### src/rtl/rvc_fetch_aligner_pkg.sv
// Shared constants and helpers for the RVC fetch aligner.
package rvc_fetch_aligner_pkg;

    localparam logic [1:0] INST_QUAD_32B  = 2'b11;
    localparam int         HALFWORD_BYTES = 2;

    // A halfword starts a compressed instruction unless its low quadrant bits are 11.
    function automatic logic hw_is_rvc(input logic [1:0] quad);
        return (quad != INST_QUAD_32B);
    endfunction

endpackage

### src/rtl/rvc_fetch_aligner.sv
// Splits aligned 32-bit fetch words into a mixed 16/32-bit instruction stream,
// joining 32-bit instructions that straddle two fetch words.
module rvc_fetch_aligner
    import rvc_fetch_aligner_pkg::*;
#(
    parameter int PC_W = 64
) (
    input  logic            clock,
    input  logic            reset_n,
    input  logic [31:0]     in_word,
    input  logic [PC_W-1:0] in_pc,
    input  logic            in_valid,
    output logic            in_ready,
    output logic [31:0]     out_inst,
    output logic [PC_W-1:0] out_pc,
    output logic            out_rvc,
    output logic            out_valid,
    input  logic            out_ready,
    input  logic            flush,
    input  logic [PC_W-1:0] flush_pc
);

    logic [31:0]     word_r;
    logic [PC_W-1:0] buf_pc_r;
    logic            buf_vld_r;
    logic            ptr_r;
    logic [15:0]     hold_r;
    logic [PC_W-1:0] hold_pc_r;
    logic            hold_vld_r;
    logic            skip_r;

    logic [15:0]     hw_s;
    logic [PC_W-1:0] half_pc_s;
    logic [31:0]     sel_inst_s;
    logic [PC_W-1:0] sel_pc_s;
    logic            sel_rvc_s;
    logic            sel_vld_s;
    logic            joined_s;
    logic            free_s;
    logic            straddle_s;
    logic            hs_s;
    logic            accept_s;
    logic            flush_pc_unused_s;

    assign hw_s      = ptr_r ? word_r[31:16] : word_r[15:0];
    assign half_pc_s = buf_pc_r + (ptr_r ? PC_W'(HALFWORD_BYTES) : {PC_W{1'b0}});
    assign flush_pc_unused_s = ^{flush_pc[PC_W-1:2], flush_pc[0]};

    // Select the instruction to present from the current buffer/hold state.
    always_comb begin
        sel_inst_s = 32'h0000_0000;
        sel_pc_s   = {PC_W{1'b0}};
        sel_rvc_s  = 1'b0;
        sel_vld_s  = 1'b0;
        joined_s   = 1'b0;
        free_s     = 1'b0;
        straddle_s = 1'b0;
        if (hold_vld_r && buf_vld_r) begin
            sel_inst_s = {word_r[15:0], hold_r};
            sel_pc_s   = hold_pc_r;
            sel_vld_s  = 1'b1;
            joined_s   = 1'b1;
        end else if (buf_vld_r) begin
            if (hw_is_rvc(hw_s[1:0])) begin
                sel_inst_s = {16'h0000, hw_s};
                sel_pc_s   = half_pc_s;
                sel_rvc_s  = 1'b1;
                sel_vld_s  = 1'b1;
                free_s     = ptr_r && out_ready && !flush;
            end else if (!ptr_r) begin
                sel_inst_s = word_r;
                sel_pc_s   = buf_pc_r;
                sel_vld_s  = 1'b1;
                free_s     = out_ready && !flush;
            end else begin
                // Upper half begins a 32-bit instruction: park it and spend one bubble.
                straddle_s = !flush;
                free_s     = !flush;
            end
        end else begin
            sel_vld_s = 1'b0;
        end
    end

    assign hs_s      = sel_vld_s && out_ready && !flush;
    assign out_valid = sel_vld_s && !flush;
    assign out_inst  = sel_inst_s;
    assign out_pc    = sel_pc_s;
    assign out_rvc   = sel_rvc_s;
    assign in_ready  = !flush && (!buf_vld_r || free_s);
    assign accept_s  = in_valid && in_ready;

    // Buffer, hold and skip state update.
    always_ff @(posedge clock or negedge reset_n) begin
        if (!reset_n) begin
            word_r     <= 32'h0000_0000;
            buf_pc_r   <= {PC_W{1'b0}};
            buf_vld_r  <= 1'b0;
            ptr_r      <= 1'b0;
            hold_r     <= 16'h0000;
            hold_pc_r  <= {PC_W{1'b0}};
            hold_vld_r <= 1'b0;
            skip_r     <= 1'b0;
        end else if (flush) begin
            buf_vld_r  <= 1'b0;
            hold_vld_r <= 1'b0;
            ptr_r      <= 1'b0;
            skip_r     <= flush_pc[1];
        end else begin
            if (joined_s && hs_s) begin
                hold_vld_r <= 1'b0;
                ptr_r      <= 1'b1;
            end else if (sel_rvc_s && hs_s) begin
                ptr_r <= ~ptr_r;
            end else if (straddle_s) begin
                hold_r     <= hw_s;
                hold_pc_r  <= half_pc_s;
                hold_vld_r <= 1'b1;
            end else begin
                ptr_r <= ptr_r;
            end
            if (free_s) begin
                buf_vld_r <= 1'b0;
            end else begin
                buf_vld_r <= buf_vld_r;
            end
            if (accept_s) begin
                word_r    <= in_word;
                buf_pc_r  <= in_pc;
                buf_vld_r <= 1'b1;
                ptr_r     <= skip_r;
                skip_r    <= 1'b0;
            end else begin
                skip_r <= skip_r;
            end
        end
    end

endmodule

### config.mk
export PLATFORM = sky130hd
export DESIGN_NAME = rvc_fetch_aligner
export DESIGN_NICKNAME = d
export VERILOG_FILES = /design/src/rtl/rvc_fetch_aligner_pkg.sv /design/src/rtl/rvc_fetch_aligner.sv
export SDC_FILE = /design/constraint.sdc
export NUM_CORES = 1
export LEC_CHECK = 0
export CAP_MARGIN = 20
export CORE_MARGIN = 10
export CORE_UTILIZATION = 35
export DETAILED_ROUTE_END_ITERATION = 10
export GPL_ROUTABILITY_DRIVEN = 0
export PLACE_DENSITY = 0.68
export REMOVE_ABC_BUFFERS = 1
export SLEW_MARGIN = 20
export SYNTH_ARGS = -nofsm -noshare
export SYNTH_HDL_FRONTEND = slang
export SYNTH_SLANG_ARGS = --single-unit
### constraint.sdc
create_clock -name clock -period 6.28 [get_ports clock]
set_input_delay 0.942 -clock clock [delete_from_list [all_inputs] [get_ports clock]]
set_output_delay 0.942 -clock clock [all_outputs]
set_load 0.02 [all_outputs]
Word level (Yosys, flattened, before mapping)
Cells that the tools add are included.
- word-level logic and storage cells: 75
- output and inout bits: 99
- bits of input ports: 165
- register bits after elaboration: 180
- eq/ne operators: 2
- bitwise logic cells: 4
- muxes and demuxes: 39
- add/subtract/negate cells: 1
- reductions and logical operators: 21
- operator list (kind ; count):
    $mux 64 ; 4
    $mux 32 ; 4
    $add 64x2->64 ; 1
    $mux 1 ; 29
    $mux 16 ; 1
    $logic_and 1x1->1 ; 11
    $reduce_bool 3->1 ; 2
    $not 1->1 ; 4
    $reduce_and 2->1 ; 2
    $reduce_and 4->1 ; 1
    $reduce_bool 4->1 ; 1
    $ne 3x3->1 const B ; 1
    $logic_not 1->1 ; 2
    $mux 2 ; 1
    $ne 2x2->1 const B ; 1
    $reduce_bool 2->1 ; 1
    $logic_or 1x1->1 ; 1

Logic depth before layout (Yosys ltp)
- depth in word-level cells: 12
- mapped depth: 10

Least setup slack after synthesis
No wires, ideal clock.
- path kind: register -> output
- from: register ptr_r
- to: output port out_pc[45]
- path slack: 2.591 ns
- data required time: 5.338 ns
- arrival time: 2.747 ns
- path buffers: 1
- cell stages (with the launch flop): 9
- cell sequence: dfrtp_1 > ha_1 > ha_1 > and3_1 > buf_2 > nand4_2 > nor4_4 > nand2_1 > o311ai_0
- cells in the longest elaborated chain, start to end: 5
- elaborated cells between the ends (all ways): 8
- those cells by class: add/sub (1); eq/ne (1); mux (6)
- RTL lines (what ; RTL line ; source):
    start, declared ; rvc_fetch_aligner.sv:26 ; logic ptr_r;
    start signal, assigned ; rvc_fetch_aligner.sv:114 ; ptr_r <= ~ptr_r;
    start signal, assigned ; rvc_fetch_aligner.sv:120 ; ptr_r <= ptr_r;
    start signal, assigned ; rvc_fetch_aligner.sv:131 ; ptr_r <= skip_r;
    $mux 2 or $mux 16 (tied branches) ; rvc_fetch_aligner.sv:46, rvc_fetch_aligner.sv:45 ;
    $add 64x2->64 or $ne 2x2->1 (tied branches) ; rvc_fetch_aligner.sv:46, rvc_fetch_aligner_pkg.sv:9 ;
    $mux 64 (*) ; rvc_fetch_aligner.sv:64 ; if (hw_is_rvc(hw_s[1:0])) begin
    $mux 64 (*) ; rvc_fetch_aligner.sv:63 ; end else if (buf_vld_r) begin
    $mux 64 (*) ; rvc_fetch_aligner.sv:58 ; if (hold_vld_r && buf_vld_r) begin
    end, declared ; rvc_fetch_aligner.sv:15 ; output logic [PC_W-1:0] out_pc,
Mark *: on every way between the ends. The rest lies on a longest branch, timed or not.

Worst setup path in the final report
- from: register ptr_r
- to: output port out_pc[35]
The elaborated chain is that of the path after synthesis.

==> results.cfg <==
[status]
outcome = finished clean

[sta]
slew_violations = 0
slew_headroom_pct = 28.8
hold_viol = 0
fin_ws_ps = 1030
period_minus_slack_ps = 5250
max_freq_ghz = 0.191
period_share_pct = 83.6
grt_setup_unrepaired = false
fin_skew_ps = 16.0
setup-tns-final_ps = 0
setup_violations = 0
worst_slew_pin_slew_ps = 1070

[clock_tree]
post_cts_buffers = 0
cts.htree.levels = 4
cts_resized = 0
cts_tree = built
cts_hold_buffers = 0
numCtsBuffers = 17
clock_path_buffers = 2
clock-root-buffer = clkbuf_16
clk_pin_slew_ps = 80
cts.sinks = 180
clk_latency_ps = 440

[floorplanning]
io_pins = 264
die_area_mm2 = 0.0370
core_region_area_mm2 = 0.0295
rows = 63
initial_utilization_pct = 35.2
die_x_um = 192
die_h_um = 192

[power]
power.switching_mw = 1.23
ir_drop_mv = 0.250
p_leak_nw = 5.30
internal-power_mw = 2.41
p_comb_share_pct = 26.6
seqPwrFrac_pct = 42.7
finalPower_mw = 3.64
powerDensity_mw_per_mm2 = 275
swShare_pct = 33.8
power_frac_clock_pct = 30.7

[cells_and_area]
nets = 1421
syn_to_final_growth_pct = 27.3
drive_gt1_share_pct = 13.0
fillers = 2835

[grt]
antenna_found_initial = 1
grt_max_degree = 87
grt_pass1_wl_um = 52800
grt_usage_pct = 18.2
grt_pass1_vias = 9093
overflow = 0

[logic_synthesis]
synth.avg_cell_area_um2 = 9.34
yosysSeqAreaShare_pct = 43.4
synth_top_area_share_pct = 43.4
synth.most_common_cell = dfrtp_1
ys_top_cells_by_count = dfrtp_1, nand2_1, o21ai_0
async_flop_share_pct = 100
synth_edf_count = 0
synth_top_area_cell = dfrtp_1
synth-seq-cells = 180
yosys.cell_types.count = 62
syn_area_mm2 = 0.0104
synthesis.instances = 1112
yosysWarningCount = 0
ys.flop_type = dfrtp_1
synth_area_leaders = dfrtp_1, mux2_2, o21ai_0

[detailed_routing]
vias_per_cell = 5.55
vias = 9204
wirelength_um = 33900
first_iter_violations = 784
drc = 0
antenna_left = 0
wl_per_cell_um = 20.5
drtPass1Iterations = 5

[place]
io_buffers = 200
hpwl_um = 22900
place_ws_ps = 1420

[worst_hold_path]
hp-class = flop to flop

[job]
maxCapViolCount = 0

[critical_path]
required_ps = 5340
critPathMaxFanout = 25
worstSetupStartpointType = flop
cp.arrival_ps = 4310
path_class = flop to output port
end_kind = output port
[worst max-delay path, cell delays in order (launching register included)]
cell and delay (ps):
dfrtp_1 360, buf_4 360, clkinv_1 680, and3_1 660
nand2_1 670, o21ai_0 220, nand2_1 130, o311ai_0 170
clkdlybuf4s50_1 600
[per-layer routing]
metal  global-route usage (%)  vias to the layer above  wire, um
met5                        0                        -         0
met4                     4.11                        0       457
met3                     5.51                       31      2720
met2                     29.1                      312     16000
met1                     23.8                     4538     14700
li1                         -                     4323         -
[flip-flops by register name (all words and copies together), names as in the netlist]
| register | flops |
|---|---|
| buf_pc_r | 64 |
| buf_vld_r | 1 |
| hold_pc_r | 64 |
| hold_r | 16 |
| hold_vld_r | 1 |
| ptr_r | 1 |
| skip_r | 1 |
| word_r | 32 |
[worst paths after layout]
| kind | startpoint | end | slack [ps] | cells past startpoint |
|---|---|---|---|---|
| max | ptr_r | out_pc[35] | 1030 | 8 |
| max reg2reg | ptr_r | hold_pc_r[26] | 3180 | 6 |
| min | hold_r[1] | hold_r[1] | 470 | 1 |
| min in group asynchronous | reset_n | hold_pc_r[20] | 520 | 1 |
| min reg2reg | hold_r[1] | hold_r[1] | 470 | 1 |
| max in group asynchronous | reset_n | buf_pc_r[28] | 4510 | 2 |
[area by class of cell]
class	instances	area [um2]	share of cell area, %
Sequential cell	180	4500	34.0
Multi-Input combinational cell	831	5500	41.6
Inverter	10	37.5	0.284
Clock inverter	12	148	1.12
Tap cell	390	488	3.69
Clock buffer	20	447	3.38
Timing Repair Buffer	213	2100	15.9
Antenna cell	1	2.50	0.0189
[cell usage in the layout (no fill, tap or decap), types with 15 or more instances in the layout]
cell type / instances
nand3_1: 26
xnor2_1: 28
nor3_1: 20
clkdlybuf4s50_1: 199
a22o_1: 16
nor2_1: 44
dfrtp_1: 180
nand2_1: 166
a21oi_1: 32
mux2_2: 98
o21ai_0: 153
and3_1: 25
a221oi_1: 15
xor2_1: 33
clkbuf_16: 17
[power groups by stage]
stage	Combinational [mW]	Sequential [mW]	Clock [mW]
after floorplan	0.577	1.51	0
after global placement	0.959	1.56	0
after detailed placement	0.972	1.57	0
after CTS	0.978	1.55	1.14
after global routing	1.05	1.58	1.20
final	0.968	1.55	1.11
[through the flow]
stage               instance area (um2)  instances  utilization (%)  hold slack [ps]
finish                            13200       1657             44.9              471
global route                      13200       1656             44.9              486
CTS                               13200       1656             44.9              472
detailed placement                12600       1624             42.9              455
global placement                  12600       1624             42.9              450
floorplan                         10000       1021                -              436
[logic make-up after synthesis]
| family | Yosys count | synth area share (%) |
|---|---|---|
| simple gates | 358 | 17.5 |
| mux | 111 | 11.9 |
| xor+xnor | 61 | 5.14 |
| fa+ha+maj | 3 | 0.361 |
| buf+inv | 101 | 3.99 |
| compound gates | 298 | 17.8 |
| flops | 180 | 43.4 |
Note: power is estimated with default switching activity, not from simulation.
